## src/rtl/instr_fetch_unit.sv

```systemverilog
// Instruction fetch unit: PC register, IR register and a two-state fetch FSM.
// Optional memory-timeout watchdog enabled by defining FETCH_TIMEOUT_EN.
module instr_fetch_unit (
  input  logic        CLK,
  input  logic        Reset,
  input  logic        IRWrite,
  input  logic        PCWrite,
  input  logic [1:0]  PCSource,
  input  logic [15:0] ALUResult,
  output logic        mem_req,
  output logic [15:0] mem_addr,
  input  logic        mem_ack,
  input  logic [15:0] mem_rdata,
  output logic [15:0] IR,
  output logic [3:0]  op,
  output logic [15:0] PC,
  output logic        Ready,
  output logic        FetchFault,
  output logic        fetch_state
);

  // Handshake: mem_req is high for every FETCH cycle and mem_addr is held
  // constant; the word is taken on the first rising edge where mem_ack is high.
  typedef enum logic {
    IDLE  = 1'b0,
    FETCH = 1'b1
  } state_t;

  state_t      state;
  state_t      state_nxt;
  logic        fetch_start;
  logic        fetch_done;
  logic        timeout_hit;
  logic [15:0] fetch_addr;
  logic [15:0] pc_nxt;

  // State register
  always_ff @(posedge CLK or negedge Reset) begin
    if (!Reset) state <= IDLE;
    else        state <= state_nxt;
  end

  // Next-state logic
  always_comb begin
    state_nxt = state;
    case (state)
      IDLE:    if (IRWrite) state_nxt = FETCH;
      FETCH:   if (mem_ack || timeout_hit) state_nxt = IDLE;
      default: state_nxt = IDLE;
    endcase
  end

  // Output / control decode
  always_comb begin
    mem_req     = 1'b0;
    fetch_start = 1'b0;
    fetch_done  = 1'b0;
    case (state)
      IDLE:  fetch_start = IRWrite;
      FETCH: begin
        mem_req    = 1'b1;
        fetch_done = mem_ack;
      end
      default: mem_req = 1'b0;
    endcase
  end

  assign fetch_state = state;
  assign mem_addr    = fetch_addr;
  assign op          = IR[15:12];

  // The jump form uses the IR value that was present before this edge.
  always_comb begin
    pc_nxt = PC;
    case (PCSource)
      2'b00:   pc_nxt = PC + 16'd1;
      2'b01:   pc_nxt = ALUResult;
      2'b10:   pc_nxt = {PC[15:12], IR[11:0]};
      default: pc_nxt = PC;
    endcase
  end

  always_ff @(posedge CLK or negedge Reset) begin
    if (!Reset)       PC <= 16'h0000;
    else if (PCWrite) PC <= pc_nxt;
  end

  // Fetch address captures the pre-edge PC, so a same-cycle PC write
  // does not affect the fetch being started.
  always_ff @(posedge CLK or negedge Reset) begin
    if (!Reset)           fetch_addr <= 16'h0000;
    else if (fetch_start) fetch_addr <= PC;
  end

  always_ff @(posedge CLK or negedge Reset) begin
    if (!Reset)          IR <= 16'h0000;
    else if (fetch_done) IR <= mem_rdata;
  end

  always_ff @(posedge CLK or negedge Reset) begin
    if (!Reset)           Ready <= 1'b0;
    else if (fetch_start) Ready <= 1'b0;
    else if (fetch_done)  Ready <= 1'b1;
  end

`ifdef FETCH_TIMEOUT_EN
  logic [7:0] timeout_cnt;
  logic       fault_q;

  // Fires on the 255th FETCH cycle without an acknowledge.
  assign timeout_hit = (state == FETCH) && !mem_ack && (timeout_cnt == 8'd254);

  always_ff @(posedge CLK or negedge Reset) begin
    if (!Reset)                          timeout_cnt <= 8'd0;
    else if (fetch_start)                timeout_cnt <= 8'd0;
    else if ((state == FETCH) && !mem_ack) timeout_cnt <= timeout_cnt + 8'd1;
  end

  always_ff @(posedge CLK or negedge Reset) begin
    if (!Reset)           fault_q <= 1'b0;
    else if (fetch_start) fault_q <= 1'b0;
    else if (timeout_hit) fault_q <= 1'b1;
  end

  assign FetchFault = fault_q;
`else
  assign timeout_hit = 1'b0;
  assign FetchFault  = 1'b0;
`endif

endmodule

```

## config.mk

```make
export PLATFORM = sky130hd
export DESIGN_NAME = instr_fetch_unit
export DESIGN_NICKNAME = d
export VERILOG_FILES = /design/src/rtl/instr_fetch_unit.sv
export SDC_FILE = /design/constraint.sdc
export NUM_CORES = 1
export LEC_CHECK = 0
export ABC_AREA = 1
export CAP_MARGIN = 20
export CORE_MARGIN = 2
export CORE_UTILIZATION = 36
export DETAILED_ROUTE_END_ITERATION = 12
export GPL_ROUTABILITY_DRIVEN = 0
export PLACE_DENSITY = 0.74
export SYNTH_ARGS = -nofsm -noshare
export SYNTH_HDL_FRONTEND = slang
export SYNTH_SLANG_ARGS = --single-unit
```

## constraint.sdc

```tcl
create_clock -name CLK -period 3.9 [get_ports CLK]
set_clock_uncertainty 0.15 [all_clocks]
set_input_delay 0.975 -clock CLK [delete_from_list [all_inputs] [get_ports CLK]]
set_output_delay 0.975 -clock CLK [all_outputs]
set_load 0.005 [all_outputs]
```

Word level (Yosys, flattened, before mapping) --
Index checks and enable logic that the tools add are counted.
Cells by class: bitwise gates (word level) 2, order comparisons 0, divide/modulo/power cells 0, add/subtract/negate cells 1, shift operators 0, equality and inequality tests 2, $mul 0, reductions and logical operators 6, muxes and demuxes 9
Operators by type and width (count):
- $pmux W16 S3 | 1
- $add A16 B1 Y16 const B | 1
- $mux W1 | 7
- $reduce_bool A2 Y1 | 2
- $reduce_and A3 Y1 | 1
- $reduce_bool A3 Y1 | 1
- $eq A2 B1 Y1 const B | 1
- $eq A2 B2 Y1 const B | 1
- $logic_not A2 Y1 | 1
- $not A1 Y1 | 2
- $pmux W1 S2 | 1
- $reduce_and A2 Y1 | 1
Word-level totals: RAM bits 0, output and inout bits 56, word-level logic and storage cells 26, input bits 39, memories 0, register bits 50, bits in latches 0, bits in read-only memories 0

Depth between registers and ports, before layout --
Gate-level depths: netlist of the first run.
depth in word-level cells 3, depth in mapped cells 9

Worst setup path after synthesis of the first run --
Ideal clock, no wire load.
path kind input port to flip-flop, start point input port PCSource[0], end point register PC[10], arrival time 1888 ps, path slack 1741 ps, setup time 122 ps, path buffers 1, data required time 3628 ps, stages 7, cell sequence inv_1 -> ha_1 -> nand2_1 -> inv_2 -> buf_4 -> a21oi_1 -> a21oi_2
On the way: cells in the longest elaborated chain, start to end 3, elaborated cells between the ends (all ways) 6, those cells by class 2 x eq/ne; 1 x mux; 3 x reduce/logical
RTL lines:
- from (decl) | line 8 | input logic [1:0] PCSource,
- $eq A2 B2 Y1 (tied with other cells) | line 75 | case (PCSource)
- $reduce_bool A3 Y1 (no source line)
- $reduce_and A2 Y1 (no source line)
- to (signal assigned) | line 85 | else if (PCWrite) PC <= pc_nxt;
- to (decl) | line 16 | output logic [15:0] PC,
Parallel ways exist; a longest one is shown, timed or not. A chain may end at the register's enable or synchronous reset.

Worst setup path after layout of the first run --
start point input port PCSource[0], end point register PC[4]
Same word-level chain as after synthesis.

==> results of run 1 <==
cell families after synthesis:
group / Yosys count / synth area share (%)
AOI/OAI and AO/OA: 70 / 15.5
adders and majority gates: 5 / 2.41
and+or+nand+nor: 112 / 19.9
DFF: 50 / 48.2
other: 1 / 0.144
muxes: 11 / 4.77
buffers and inverters: 53 / 9.15
critical path: cells and delay by family:
kind | cells | cell delay (ns)
compound gates | 2 | 0.32
simple gates | 1 | 0.51
buf+inv | 2 | 0.79
fa+ha+maj | 1 | 0.21
how the worst max path moves through the flow:
stage / end / slack, ns / from
5_1_grt: PC[4]$_DFFE_PN0P_ / 0.94 / PCSource[0]
6_report: PC[4]$_DFFE_PN0P_ / 1.12 / PCSource[0]
4_1_cts: PC[4]$_DFFE_PN0P_ / 1.12 / PCSource[0]
2_1_floorplan: PC[10]$_DFFE_PN0P_ / 1.74 / PCSource[0]
3_3_place_gp: PC[3]$_DFFE_PN0P_ / 0.85 / PCSource[0]
3_5_place_dp: PC[4]$_DFFE_PN0P_ / 0.79 / PCSource[0]
metal layers:
metal / up-vias / track usage, % / part of all wire [%]
met2: 88 / 27.5 / 46
met1: 1082 / 22.4 / 44
met3: 11 / 4.16 / 7.9
met4: 0 / 5.56 / 1.7
li1: 1157 / - / -
met5: - / 0 / 0
sequential cells by signal, summed over array words and instances, names as in the netlist:
name	count
mem_addr	16
fetch_state	1
PC	16
Ready	1
IR	16
synthesized netlist by cell type (3+ instances only):
cell type / count / area (sq um)
nand2_2: 7 / 43.8
dfrtp_1: 50 / 1250
ha_1: 5 / 62.6
clkbuf_1: 4 / 15.0
nor2_2: 3 / 18.8
a21oi_1: 21 / 105
inv_1: 34 / 128
a21oi_2: 4 / 35.0
nand3_1: 16 / 80.1
nand2_1: 55 / 206
buf_4: 7 / 52.6
o21ai_1: 4 / 20.0
o21ai_0: 27 / 135
inv_2: 3 / 11.3
nor2_1: 22 / 82.6
mux2_2: 11 / 124
a22oi_1: 11 / 82.6
nor2_4: 4 / 45.0
power breakdown:
part | internal, mW | total, mW | switching (mW)
Clock | 0.257 | 0.429 | 0.172
Sequential | 0.640 | 0.748 | 0.108
Combinational | 0.357 | 0.595 | 0.238
Total | 1.25 | 1.77 | 0.519
area by class of cell:
type                            count  area [sq um]
Inverter                           38           143
Sequential cell                    50          1250
Fill cell                         670          3210
Tap cell                           96           120
Timing Repair Buffer               94           933
Multi-Input combinational cell    199          1110
Clock buffer                        5          68.8
Clock inverter                      3          68.8
stage by stage:
step                      util [%]  power (mW)
final                         53.5        1.77
after global routing          53.5        1.89
after CTS                     53.5        1.79
after detailed placement      51.5        1.36
after global placement        51.5        1.34
after floorplan                  -       0.993
==> impl_metrics.env, run 1 <==
export IMPL_end_kind="flop"
export IMPL_grt_overflow=0
export IMPL_drive_above_1_share_pct=11.3
export IMPL_dieHeight_um=88.9
export IMPL_dp_hpwl_um=5080
export IMPL_syn_nets=346
export IMPL_grt_max_degree=35
export IMPL_cp_slowest_cell="nor2_1"
export IMPL_grt_pass1_vias=2280
export IMPL_grt_total_usage_pct=17.0
export IMPL_drv_slew=0
export IMPL_setup_ws_ns=1.12
export IMPL_area_growth_pct=42.2
export IMPL_hold_slack_ns=0.335
export IMPL_rows=30
export IMPL_grt_pass1_wl_um=10400
export IMPL_criticalPathCategory="input port to flop"
export IMPL_postCtsSetupBuffers=0
export IMPL_reg2regPathDepth=2
export IMPL_leakagePower_nw=1.65
export IMPL_wire_per_inst_um=13.4
export IMPL_die_w_um=88.9
export IMPL_synthCells=302
export IMPL_hold_buffers=0
export IMPL_antenna_found_initial=0
export IMPL_netlist_area_sq_um=2600
export IMPL_worstPathCellList="clkdlybuf4s50_1 > ha_1 > nor2_1 > inv_1 > o21ai_0 > a22oi_1"
export IMPL_num_io_pins=95
export IMPL_cts_max_path_buffers=2
export IMPL_hold_viol_final=0
export IMPL_placed_cells=477
export IMPL_final_nets=432
export IMPL_min_from="mem_addr[6]$_DFFE_PN0P_"
export IMPL_drcViolationCount=0
export IMPL_cts_sinks=50
export IMPL_yosysSeqAreaShare_pct=48.2
export IMPL_reg2reg_from="fetch_state$_DFF_PN0_"
export IMPL_dr_pass1_iters=4
export IMPL_drt_wl_total_um=6490
export IMPL_vias=2338
export IMPL_h_tree_depth=2
export IMPL_async_flop_share_pct=100
export IMPL_via_per_inst=4.82
export IMPL_tritoncts="built"
export IMPL_drv_cap=0
export IMPL_ant_nets=0
export IMPL_final_common_cell="clkdlybuf4s50_1"
export IMPL_yosysUniqueCellTypes=28
export IMPL_period_needed_ns=2.78
export IMPL_worstMarginPinSlew_ns=0.873
export IMPL_dpl_cell_area_sq_um=3560
export IMPL_holdPathStages=2
export IMPL_worstPathRequired_ns=3.92
export IMPL_crit_fanout=12
export IMPL_max_stage_delay_ns=0.51
export IMPL_setup_viol=0
export IMPL_cp_arrival_ns=2.80
export IMPL_drt_iter0_markers=87
export IMPL_min_to="mem_addr[6]$_DFFE_PN0P_"
export IMPL_initial_core_util_pct=37.6
export IMPL_worst_skew_pair_late_latency_ns=0.30
export IMPL_cts_root_buffer="clkbuf_8"
export IMPL_path_clk_slew_ns=0.09
export IMPL_rsz0062_at_grt="no"
export IMPL_die_area_sq_um=7910
export IMPL_cts_buffers=5
export IMPL_layout_common_cells="92 x clkdlybuf4s50_1, 55 x nand2_1, 50 x dfrtp_1, 34 x inv_1, 27 x o21ai_0"
export IMPL_fmax_ghz=0.360
export IMPL_ir_worst_vdd_mv=0.221
export IMPL_post_cts_resized=0
export IMPL_rrSetupSlack_ns=2.20
export IMPL_ys_ff_latch=50
export IMPL_r2r_end="IR[5]$_DFFE_PN0P_"
export IMPL_fin_tns_setup_ns=0
export IMPL_slew_headroom_pct=41.6
export IMPL_io_buffers=93
export IMPL_num_antenna_cells=0
export IMPL_powerDensity_nw_per_um2=480
export IMPL_postLayoutCellArea_sq_um=3690
export IMPL_core_sq_um=6910
export IMPL_synthFlopType="dfrtp_1"
export IMPL_hold_class="flop to flop"
export IMPL_avgSynthCellArea_sq_um=8.60
export IMPL_finalNonFillerCells=485
export IMPL_status="complete, no violations"
export IMPL_synth_enable_flop_cells=0
export IMPL_synth_warnings=0
export IMPL_fin_crit_sh_pct=71.3
export IMPL_startpoint_type="input port"
export IMPL_post_place_ws_ns=0.795
Power figures use the tool's default switching activity.
==> run 2, diff against run 1 <==
==> constraint.sdc (replaced) <==
create_clock -name CLK -period 2.75 [get_ports CLK]
set_clock_uncertainty 0.15 [all_clocks]
set_input_delay 0.6875 -clock CLK [delete_from_list [all_inputs] [get_ports CLK]]
set_output_delay 0.6875 -clock CLK [all_outputs]
set_load 0.005 [all_outputs]
==> run 2 against run 1 <==
  * Final cell count up 0.41%
  * Combinational power grew 42%
  * Sequential share of layout area about the same
  * Power rose by 37%
  * Largest cell class unchanged
  * Via count down 1.2%
  * Critical endpoint is now PC[0]$_DFFE_PN0P_
  * Count of clock-buffer cells in the layout up 1
==> impl_metrics.env, run 2 (synthesis gave the netlist of run 1 again) <==
export IMPL_grt_pass1_vias=2214
export IMPL_num_io_pins=95
export IMPL_cts_buffers=5
export IMPL_leakagePower_nw=1.66
export IMPL_die_w_um=88.9
export IMPL_cp_top_family="buffers and inverters"
export IMPL_initial_core_util_pct=37.6
export IMPL_grt_util_met2_pct=27.5
export IMPL_crit_start="PCSource[0]"
export IMPL_slew_headroom_pct=56.9
export IMPL_worst_skew_pair_late_latency_ns=0.30
export IMPL_cts_max_path_buffers=2
export IMPL_rows=30
export IMPL_pwr_share_seq_pct=43.6
export IMPL_path_buf_inv=3
export IMPL_antenna_found_initial=0
export IMPL_hold_class="input port to asynchronous set/reset pin"
export IMPL_ant_nets=0
export IMPL_final_nets=435
export IMPL_worstPathCellList="clkdlybuf4s50_1 > inv_1 > ha_1 > inv_1 > a21oi_1 > a32oi_1"
export IMPL_vias=2311
export IMPL_powerDensity_nw_per_um2=660
export IMPL_max_stage_delay_ns=0.51
export IMPL_p_int_mw=1.71
export IMPL_dieHeight_um=88.9
export IMPL_post_cts_resized=0
export IMPL_hold_viol_final=0
export IMPL_grt_pass1_wl_um=10700
export IMPL_switchingPower_mw=0.726
export IMPL_num_antenna_cells=0
export IMPL_via_per_inst=4.75
export IMPL_drt_wl_total_um=6480
export IMPL_layout_common_cells="92 x clkdlybuf4s50_1, 55 x nand2_1, 50 x dfrtp_1, 34 x inv_1, 27 x o21ai_0"
export IMPL_setup_viol=0
export IMPL_ir_worst_vdd_mv=0.328
export IMPL_drt_iter0_markers=104
export IMPL_grt_max_degree=51
export IMPL_drv_cap=0
export IMPL_io_buffers=93
export IMPL_p_clk_share_pct=21.7
export IMPL_drive_above_1_share_pct=11.8
export IMPL_criticalPathCategory="input port to flop"
export IMPL_die_area_sq_um=7910
export IMPL_cp_common_cell="inv_1"
export IMPL_rsz0062_at_grt="no"
export IMPL_tritoncts="built"
export IMPL_worstPathRequired_ns=2.82
export IMPL_placed_cells=480
export IMPL_startpoint_type="input port"
export IMPL_fmax_ghz=0.439
export IMPL_fin_tns_setup_ns=0
export IMPL_fin_crit_sh_pct=82.8
export IMPL_comb_power_share_pct=34.8
export IMPL_final_common_cell="clkdlybuf4s50_1"
export IMPL_cp_slowest_cell="clkdlybuf4s50_1"
export IMPL_hold_buffers=0
export IMPL_crit_fanout=12
export IMPL_finalNonFillerCells=487
export IMPL_path_clk_slew_ns=0.09
export IMPL_core_sq_um=6910
export IMPL_fillers=663
export IMPL_period_needed_ns=2.28
export IMPL_worstMarginPinSlew_ns=0.646
export IMPL_status="complete, no violations"
export IMPL_grt_overflow=0
export IMPL_drv_slew=0
export IMPL_grt_total_usage_pct=17.4
export IMPL_dp_hpwl_um=5040
export IMPL_cts_sinks=50
export IMPL_postCtsSetupBuffers=0
export IMPL_dr_pass1_iters=4
export IMPL_cts_root_buffer="clkbuf_8"
export IMPL_end_kind="flop"
export IMPL_cp_arrival_ns=2.35
export IMPL_busiest_layer="met2"
export IMPL_drcViolationCount=0
export IMPL_use_met1_pct=23.2
export IMPL_use_met3_pct=5.36
export IMPL_wire_per_inst_um=13.3
export IMPL_reg2reg_from="PC[0]$_DFFE_PN0P_"
export IMPL_area_growth_pct=42.1
export IMPL_swShare_pct=29.8
export IMPL_h_tree_depth=2
## run 2: changes by cell type in the layout (fill, tap and decap cells not counted), sizes merged
cell,change
bufinv,-1
clkinv,-1
clkbuf,+1
buf,+3
## run 2: path summary, 6_finish.rpt
path                                              end  slack, ns  cells past startpoint
worst max-delay path                PC[0]$_DFFE_PN0P_       0.47                      6
min in group CLK                    Ready$_DFFE_PN0P_       0.33                      2
worst min-delay path               IR[15]$_DFFE_PN0P_       0.33                      2
worst max register to register      PC[2]$_DFFE_PN0P_       1.09                      6
worst min register to register      Ready$_DFFE_PN0P_       0.33                      2
max in group asynchronous       fetch_state$_DFF_PN0_       1.68                      2
## run 2: layout make-up
type,count,area [sq um],area share [%]
well taps,96,120,3.25
inverters,38,143,3.86
repair buffers,97,956,25.9
clock inverters,1,30.0,0.814
multi-input cells,199,1110,30.0
clock buffers,6,82.6,2.24
flip-flops and latches,50,1250,33.9
## run 2: power by group through the flow
stage / Clock, mW / Combinational (mW) / Sequential, mW
3_5_place_dp: 0 / 0.854 / 1.08
2_1_floorplan: 0 / 0.342 / 1.07
6_report: 0.527 / 0.846 / 1.06
4_1_cts: 0.542 / 0.858 / 1.06
5_1_grt: 0.568 / 0.947 / 1.09
3_3_place_gp: 0 / 0.839 / 1.07
## run 2: worst register-to-register path: stages, from the launching register on
cell     delay [ns]
dfrtp_1        0.44
ha_1           0.27
nand2_1        0.09
inv_1          0.05
o21ai_0        0.27
o21ai_0        0.15
a22oi_1        0.16
## run 2: through the flow
stage	power (mW)	setup WS, ns	utilization [%]	area (sq um)	hold slack (ns)
floorplan	1.41	0.878	-	2600	0.242
global placement	1.91	0.267	51.8	3580	0.306
detailed placement	1.93	0.169	51.8	3580	0.316
CTS	2.46	0.491	53.4	3690	0.337
global route	2.61	0.302	53.4	3690	0.365
finish	2.44	0.474	53.4	3690	0.329
## run 2: routing by layer
layer | routed length [um] | up-vias
li1 | - | 1169
met1 | 2930 | 1061
met2 | 3010 | 70
met3 | 459 | 11
met4 | 80 | 0
met5 | 0 | -
==> run 3, diff against run 2 <==
--- a/config.mk
+++ b/config.mk
@@ -11,7 +11,7 @@
 export CORE_UTILIZATION = 36
 export DETAILED_ROUTE_END_ITERATION = 12
 export GPL_ROUTABILITY_DRIVEN = 0
-export PLACE_DENSITY = 0.74
+export PLACE_DENSITY = 0.77
 export SYNTH_ARGS = -nofsm -noshare
 export SYNTH_HDL_FRONTEND = slang
 export SYNTH_SLANG_ARGS = --single-unit
==> constraint.sdc (replaced) <==
create_clock -name CLK -period 1.83 [get_ports CLK]
set_clock_uncertainty 0.15 [all_clocks]
set_input_delay 0.4575 -clock CLK [delete_from_list [all_inputs] [get_ports CLK]]
set_output_delay 0.4575 -clock CLK [all_outputs]
set_load 0.005 [all_outputs]
==> run 3 against run 2 <==
  * Design area increased by 10%
  * Critical path type is now flop to primary output
  * Largest power group is now combinational logic
  * Clock power increased by 48%
  * Utilization increased by 5.4 points
  * Final cell count increased by 7.2%
  * Wire length increased by 5.8%
==> impl_metrics.env, run 3 (synthesis gave the netlist of run 1 again) <==
export IMPL_swShare_pct=30.1
export IMPL_grt_total_usage_pct=18.5
export IMPL_dieHeight_um=88.9
export IMPL_initial_core_util_pct=37.6
export IMPL_final_common_cell="clkdlybuf4s50_1"
export IMPL_worstPathRequired_ns=1.22
export IMPL_fmax_ghz=0.557
export IMPL_period_needed_ns=1.80
export IMPL_h_tree_depth=2
export IMPL_core_sq_um=6910
export IMPL_tritoncts="built"
export IMPL_drv_cap=0
export IMPL_criticalPathCategory="flop to primary output"
export IMPL_leakagePower_nw=2.00
export IMPL_max_stage_delay_ns=0.52
export IMPL_final_nets=469
export IMPL_comb_power_share_pct=40.2
export IMPL_p_int_mw=2.69
export IMPL_end_kind="primary output"
export IMPL_cp_slowest_cell="clkdlybuf4s50_1"
export IMPL_io_buffers=93
export IMPL_crit_fanout=2
export IMPL_cts_root_buffer="clkbuf_8"
export IMPL_cts_sinks=50
export IMPL_worst_skew_pair_late_latency_ns=0.30
export IMPL_grt_pass1_vias=2483
export IMPL_grt_max_degree=51
export IMPL_cts_buffers=5
export IMPL_startpoint_type="flop"
export IMPL_rows=30
export IMPL_drcViolationCount=0
export IMPL_p_clk_share_pct=20.2
export IMPL_rsz0062_at_grt="no"
export IMPL_final_core_util_pct=58.8
export IMPL_path_clk_slew_ns=0.09
export IMPL_area_growth_pct=56.4
export IMPL_pwr_share_seq_pct=39.6
export IMPL_grt_overflow=0
export IMPL_hold_class="flop to flop"
export IMPL_status="complete, no violations"
export IMPL_drt_iter0_markers=180
export IMPL_dr_pass1_iters=4
export IMPL_powerDensity_nw_per_um2=946
export IMPL_ir_worst_vdd_mv=0.457
export IMPL_num_io_pins=95
export IMPL_drv_slew=0
export IMPL_placed_cells=492
export IMPL_drt_wl_total_um=6850
export IMPL_finalNonFillerCells=522
export IMPL_drive_above_1_share_pct=21.1
export IMPL_cts_max_path_buffers=2
export IMPL_via_per_inst=4.74
export IMPL_die_area_sq_um=7910
export IMPL_num_antenna_cells=0
export IMPL_cp_arrival_ns=1.19
export IMPL_layout_common_cells="72 x clkdlybuf4s50_1, 54 x nand2_1, 45 x dfrtp_1, 32 x buf_4, 31 x inv_1"
export IMPL_antenna_found_initial=0
export IMPL_cp_top_family="buffers and inverters"
export IMPL_ant_nets=0
export IMPL_switchingPower_mw=1.16
export IMPL_die_w_um=88.9
export IMPL_worstPathCellList="clkdlybuf4s50_1"
export IMPL_setup_viol=0
export IMPL_path_buf_inv=1
export IMPL_fin_crit_sh_pct=98.1
export IMPL_grt_pass1_wl_um=11400
export IMPL_wire_per_inst_um=13.1
export IMPL_vias=2474
export IMPL_dp_hpwl_um=5160
export IMPL_hold_viol_final=0
## run 3: cell types whose count changed in the layout (fill, tap and decap cells not counted), moves of 2 or more
cell             delta
inv_2               +3
dfrtp_1             -5
dlymetal6s2s_1     +16
buf_4              +28
o21ai_1             +4
clkdlybuf4s50_1    -20
dlygate4sd2_1       +4
dfrtp_2             +5
o21ai_0             -4
buf_12              +4
inv_1               -3
clkbuf_1            +2
## run 3: worst register-to-register path, stage by stage, from the launching register on
cell,delay (ns)
dfrtp_1,0.39
buf_4,0.14
ha_1,0.23
nand3_2,0.14
inv_2,0.06
nand2_2,0.09
clkinv_1,0.08
nand2_1,0.06
nand3_1,0.06
a22oi_1,0.14
## run 3: layout make-up
class	instances	area [sq um]
fillers	616	2850
multi-input cells	199	1130
well taps	96	120
repair buffers	131	1300
clock inverters	1	30.0
clock buffers	7	76.3
inverters	38	143
flip-flops and latches	50	1260
## run 3: stage by stage
stage	setup WS [ns]	hold slack [ns]	total power, mW	area, sq um	setup TNS, ns
4_1_cts	0.00000122	0.331	3.85	3980	0
6_report	0.0349	0.326	3.84	4060	0
3_3_place_gp	-0.366	0.308	2.93	3720	-5.36
5_1_grt	0.00192	0.376	4.09	4060	0
3_5_place_dp	-0.419	0.308	2.97	3720	-6.17
2_1_floorplan	0.188	0.0119	2.12	2600	0
## run 3: metal layers
layer	track usage [%]	vias to the layer above	share of wire [%]
met5	0	-	0
met1	23.7	1142	43
li1	-	1231	-
met4	4.61	0	1.0
met2	31.7	92	49
met3	4.43	9	6.9
## run 3: power by group through the flow
stage	Combinational, mW	Sequential [mW]	Clock [mW]
final	1.54	1.52	0.778
after global routing	1.71	1.56	0.828
after CTS	1.53	1.53	0.792
after detailed placement	1.37	1.60	0
after global placement	1.34	1.59	0
after floorplan	0.514	1.60	0
## run 3: final timing paths
path / startpoint / to / slack, ns / cells past startpoint
max: IR[0]$_DFFE_PN0P_ / IR[0] / 0.03 / 1
min: Ready$_DFFE_PN0P_ / Ready$_DFFE_PN0P_ / 0.33 / 2
max reg2reg: PC[0]$_DFFE_PN0P_ / PC[8]$_DFFE_PN0P_ / 0.21 / 9
min reg2reg: Ready$_DFFE_PN0P_ / Ready$_DFFE_PN0P_ / 0.33 / 2
max in group asynchronous: Reset / PC[9]$_DFFE_PN0P_ / 0.76 / 3
min in group asynchronous: Reset / IR[12]$_DFFE_PN0P_ / 0.52 / 3
## run 3: what timing repair did
action | 4_1_cts | 5_1_grt
hold endpoints to repair | 50 | 0
hold buffers | 1 | 0
gates resized for setup | 21 | 16
buffers inserted | 15 | 6
pin swaps | 0 | 0
setup endpoints to repair | 32 | 20
cloned | 0 | 0
